--- config.mk ---
export PLATFORM = sky130hd
export DESIGN_NAME = eth_rx_fcs_check
export DESIGN_NICKNAME = d
export VERILOG_FILES = /design/src/rtl/eth_rx_fcs_check.sv
export SDC_FILE = /design/constraint.sdc
export NUM_CORES = 1
export LEC_CHECK = 0
export BUFFER_PORTS_ARGS = -buffer_cell sky130_fd_sc_hd__buf_2
export CAP_MARGIN = 0
export CORE_MARGIN = 2
export CORE_UTILIZATION = 63
export CTS_BUF_LIST = sky130_fd_sc_hd__clkbuf_4
export DETAILED_ROUTE_END_ITERATION = 12
export PLACE_DENSITY = 0.81
export SLEW_MARGIN = 0
export SYNTH_ARGS = -nofsm -noshare
export SYNTH_HDL_FRONTEND = slang
export SYNTH_SLANG_ARGS = --single-unit
--- constraint.sdc ---
create_clock -name clk -period 2.35 [get_ports clk]
set_input_delay 0.47 -clock clk [delete_from_list [all_inputs] [get_ports clk]]
set_output_delay 0.47 -clock clk [all_outputs]
set_load 0.05 [all_outputs]
--- src/rtl/eth_rx_fcs_check.sv ---
// MII receive FCS checker: strips preamble/SFD, checks CRC-32 and emits payload bytes with last/ok status.
// Optional ETH_RX_BAD_CNT_EN adds a saturating bad-frame counter output bad_cnt.
module eth_rx_fcs_check #(
  parameter logic [31:0] CRC_POLY    = 32'hEDB88320,
  parameter logic [31:0] CRC_RESIDUE = 32'hDEBB20E3
) (
  input  logic       clk,
  input  logic       rst_n,
  input  logic       rx_dv,
  input  logic [3:0] rxd,
  input  logic       rx_er,
  output logic [7:0] m_data,
  output logic       m_valid,
  output logic       m_last,
  output logic       m_ok,
  output logic       frame_err
`ifdef ETH_RX_BAD_CNT_EN
  ,
  output logic [15:0] bad_cnt
`endif
);

  typedef enum logic [1:0] {IDLE, PREAMBLE, DATA, DROP} state_t;

  state_t      state;
  logic [31:0] crc;
  logic [3:0]  low_nib;
  logic        phase;
  logic [2:0]  count;
  logic [7:0]  byte_buf [5];

  function automatic logic [31:0] crc_nibble(input logic [31:0] c, input logic [3:0] d);
    logic [31:0] r;
    r = c;
    for (int unsigned i = 0; i < 4; i++) begin
      if (r[0] ^ d[i]) r = (r >> 1) ^ CRC_POLY;
      else             r = r >> 1;
    end
    return r;
  endfunction

  always_ff @(posedge clk or negedge rst_n) begin
    if (!rst_n) begin
      state     <= IDLE;
      crc       <= '1;
      low_nib   <= '0;
      phase     <= 1'b0;
      count     <= '0;
      for (int unsigned i = 0; i < 5; i++) byte_buf[i] <= '0;
      m_data    <= '0;
      m_valid   <= 1'b0;
      m_last    <= 1'b0;
      m_ok      <= 1'b0;
      frame_err <= 1'b0;
    end else begin
      m_valid   <= 1'b0;
      m_last    <= 1'b0;
      m_ok      <= 1'b0;
      frame_err <= 1'b0;
      case (state)
        IDLE: begin
          if (rx_dv) state <= (rxd == 4'h5) ? PREAMBLE : DROP;
        end
        PREAMBLE: begin
          if (!rx_dv) begin
            state <= IDLE;
          end else if (rxd == 4'hD) begin
            state <= DATA;
            phase <= 1'b0;
            crc   <= '1;
            count <= '0;
          end else if (rxd != 4'h5) begin
            state     <= DROP;
            frame_err <= 1'b1;
          end
        end
        DATA: begin
          if (!rx_dv) begin
            state <= IDLE;
            count <= '0;
            // With 5 buffered bytes the oldest is the last payload byte; the other 4 are the FCS.
            if (count == 3'd5 && !phase) begin
              m_valid <= 1'b1;
              m_last  <= 1'b1;
              m_ok    <= (crc == CRC_RESIDUE);
              m_data  <= byte_buf[0];
            end else begin
              frame_err <= 1'b1;
            end
          end else if (rx_er) begin
            state     <= DROP;
            count     <= '0;
            frame_err <= 1'b1;
          end else begin
            crc   <= crc_nibble(crc, rxd);
            phase <= ~phase;
            if (!phase) begin
              low_nib <= rxd;
            end else begin
              for (int unsigned i = 0; i < 4; i++) byte_buf[i] <= byte_buf[i+1];
              byte_buf[4] <= {rxd, low_nib};
              if (count == 3'd5) begin
                m_valid <= 1'b1;
                m_data  <= byte_buf[0];
              end else begin
                count <= count + 3'd1;
              end
            end
          end
        end
        DROP: begin
          if (!rx_dv) state <= IDLE;
        end
        default: state <= IDLE;
      endcase
    end
  end

`ifdef ETH_RX_BAD_CNT_EN
  always_ff @(posedge clk or negedge rst_n) begin
    if (!rst_n) begin
      bad_cnt <= '0;
    end else if (((m_valid && m_last && !m_ok) || frame_err) && bad_cnt != '1) begin
      bad_cnt <= bad_cnt + 16'd1;
    end
  end
`endif

endmodule
==> results.txt <==
H-tree levels - 3
Seq pwr share - 47.8%
Critical path required time - 2.68 ns
WL/cell - 16.15 µm
Normalized max-slew margin - 66.66%
Root Buffer - clkbuf_4
Starting Density - 65.73%
Global route total overflow - 0
Count of final max-slew check failures - 0
Setup TNS - 0 ns
HP Class - in -> async
Die Span Y - 85.63 µm
First-pass GRT wire length - 12210 µm
Fmax - 0.5025 GHz
Post-DP HPWL - 4881 µm
Number of max-cap violations - 0
Initial antenna violation count - 0
Vias in the first global route - 2639
DRT Pass-1 Iters - 4
Clk slew on worst S/H paths - 0.15 ns
Status - finished clean
Post-synth EDFFs - 0
Detailed Route WL - 7025 µm
Rows - 29
Final min period - 1.990 ns
Slew @ Worst Pin - 0.4966 ns
Crit path launch type - register
GRT Total Usage - 21.34%
CP Max Fanout - 9
RSZ-0062 raised after global routing - no
Count of yosys warnings during synthesis - 0
Postcts setup bufs - 0
Fillers - 457
Gate power share - 34.4%
Ant diodes - 0
Mapped Cells - 330
PwrDens - 1194 nW/µm²
Final Cycle Share - 84.68%
Post-synth cell types - 37
First-iteration detailed-routing DRC count - 116
Vias per inst - 5.791
Max clock buf depth - 2
Crit. End Element - register
Worst skew pair latency - 0.45 ns
Final #Nets - 368
IO Pins - 20
Post-synthesis async set-or-reset flop share - 100.0%
Antenna viol nets, final - 0
Critical path class - reg -> reg
Pleak - 2.106 nW
Clock tree sinks - 94
Sequential element share of the synthesized area - 56.99%
#FFs+latches synth - 94
Setup Skew - 0.01655 ns
DIE WIDTH - 85.63 µm
CTS tree - yes
Largest net degree at the start of global routing - 95
Hold buffer count at cts - 0
Core Box Area - 6386 µm²
Area grow syn2layout - 9.419%
Die ar. - 7333 µm²
Final setup fails - 0
Syn_nets - 345
Post-cts resize count - 0
Synthesized area - 4198 µm²
WHS - 0.02803 ns
Via count - 2519
Layout cells sized above 1 - 37.15%
Power share of the clock group - 17.8%
Remaining DRCs - 0
Port buffer count - 19
P_sw - 1.909 mW
Ys flop type - dfrtp_1
Syn Area/Cell - 12.72 µm²
Internal - 3.575 mW
Inserted Clock Buffers - 9
Worst path arrival time - 2.32 ns
Sw Share - 34.80%
Endpoints failing hold - 0
Peak VDD IR - 0.7286 mV
Final GP Congestion - 0.8696
power by group through the flow:
stage | Clock, mW | Combinational (mW) | Sequential, mW
finish | 0.975 | 1.89 | 2.62
global route | 1.06 | 2.10 | 2.68
CTS | 0.989 | 1.90 | 2.62
detailed placement | 0 | 1.89 | 2.65
global placement | 0 | 1.81 | 2.63
floorplan | 0 | 1.51 | 2.51
logic make-up (layout without fill, tap and decap cells):
kind of cell / after synthesis / count (layout) / share of synthesized area (%)
AOI/OAI and AO/OA: 57 / 57 / 7.750
xor gates and xnor gates: 33 / 33 / 8.942
adders and majority gates: 7 / 7 / 2.086
buffers and inverters: 17 / 45 / 1.729
DFF: 94 / 94 / 56.99
muxes: 55 / 55 / 14.72
and+or+nand+nor: 67 / 67 / 7.780
worst max-delay path, cell delays in order, from the launching register on:
cell and delay (ns):
dfrtp_1 0.44, inv_1 0.12, ha_1 0.36, nand3_1 0.17, nor2_2 0.41, mux2_2 0.38
cell type report:
class | instances | area (µm²) | area share [%]
well taps | 77 | 96.34 | 2.098
flip-flops and latches | 94 | 2392 | 52.08
repair buffers | 24 | 185.2 | 4.032
multi-input cells | 219 | 1740 | 37.89
clock buffers | 10 | 75.07 | 1.634
inverters | 5 | 18.77 | 0.4086
clock inverters | 6 | 85.08 | 1.852
state kept, by name (all words and copies together) (netlist names):
register,cells
m_ok,1
m_last,1
frame_err,1
state,2
phase,1
m_data,8
m_valid,1
crc,32
count,3
low_nib,4
byte_buf,40
cells in the final DEF, fill, tap and decap left out, types with 3 or more instances in the layout:
cell type  count
nand4b_1       3
nand4_1        4
buf_12         4
nor2b_1        3
xnor2_2        3
inv_1          5
xor2_1        18
dfrtp_1       62
nand2_1        8
nand3_1        3
nor2_1        34
clkbuf_4      10
and2_1         3
o22ai_1        3
ha_1           7
mux2_2        54
xnor2_1        8
buf_2         18
o21ai_0        8
a21oi_1       36
o22a_1         5
dfstp_2       32
synth_stat cells, types with 2 or more instances:
cell	count	area share, %
xnor2_2	3	1.2
xnor2_1	8	1.7
nand4_1	4	0.60
mux2_2	54	14
nand4b_1	3	0.63
ha_1	7	2.1
a31oi_1	2	0.30
o22a_1	5	1.0
clkbuf_1	4	0.36
nor2_1	34	3.0
nor2b_1	3	0.45
dfstp_2	32	20
dfrtp_1	62	37
and2_1	3	0.45
xor2_1	18	3.8
inv_1	5	0.45
o21ai_0	8	0.95
xnor2_4	2	1.3
o22ai_1	3	0.45
nand3_1	3	0.36
buf_2	7	0.83
a21oi_1	36	4.3
nand2_1	8	0.72
nor4_1	2	0.30
nor3_1	2	0.24
worst paths after layout:
kind	start	slack, ns	cells past startpoint	end
worst min-delay path	rst_n	0.03	2	m_valid
max in group asynchronous	rst_n	1.92	2	crc[1]
worst min register to register	byte_buf[30]	0.50	1	byte_buf[38]
min in group clk	rx_dv	0.31	2	m_last
worst max register to register	state[0]	0.36	5	m_data[7]
worst max-delay path	state[0]	0.36	5	m_data[7]
routing by layer:
| layer | up-vias | track usage (%) | share of wire [%] |
|---|---|---|---|
| met1 | 1276 | 29.79 | 48 |
| met5 | - | 0 | 0 |
| met3 | 11 | 3.657 | 3.1 |
| met2 | 34 | 33.59 | 47 |
| li1 | 1198 | - | - |
| met4 | 0 | 8.802 | 1.8 |
metrics by stage:
step | instance area (µm²) | utilization, % | power (mW) | std cells | setup WS (ns)
2_1_floorplan | 4198 | - | 4.024 | 330 | 0.4478
3_3_place_gp | 4433 | 69.42 | 4.439 | 419 | 0.3061
3_5_place_dp | 4433 | 69.42 | 4.541 | 419 | 0.2846
4_1_cts | 4593 | 71.92 | 5.513 | 435 | 0.3357
5_1_grt | 4593 | 71.92 | 5.838 | 435 | 0.1870
6_report | 4593 | 71.92 | 5.484 | 435 | 0.3600
Note: power is estimated with default switching activity, not from simulation.
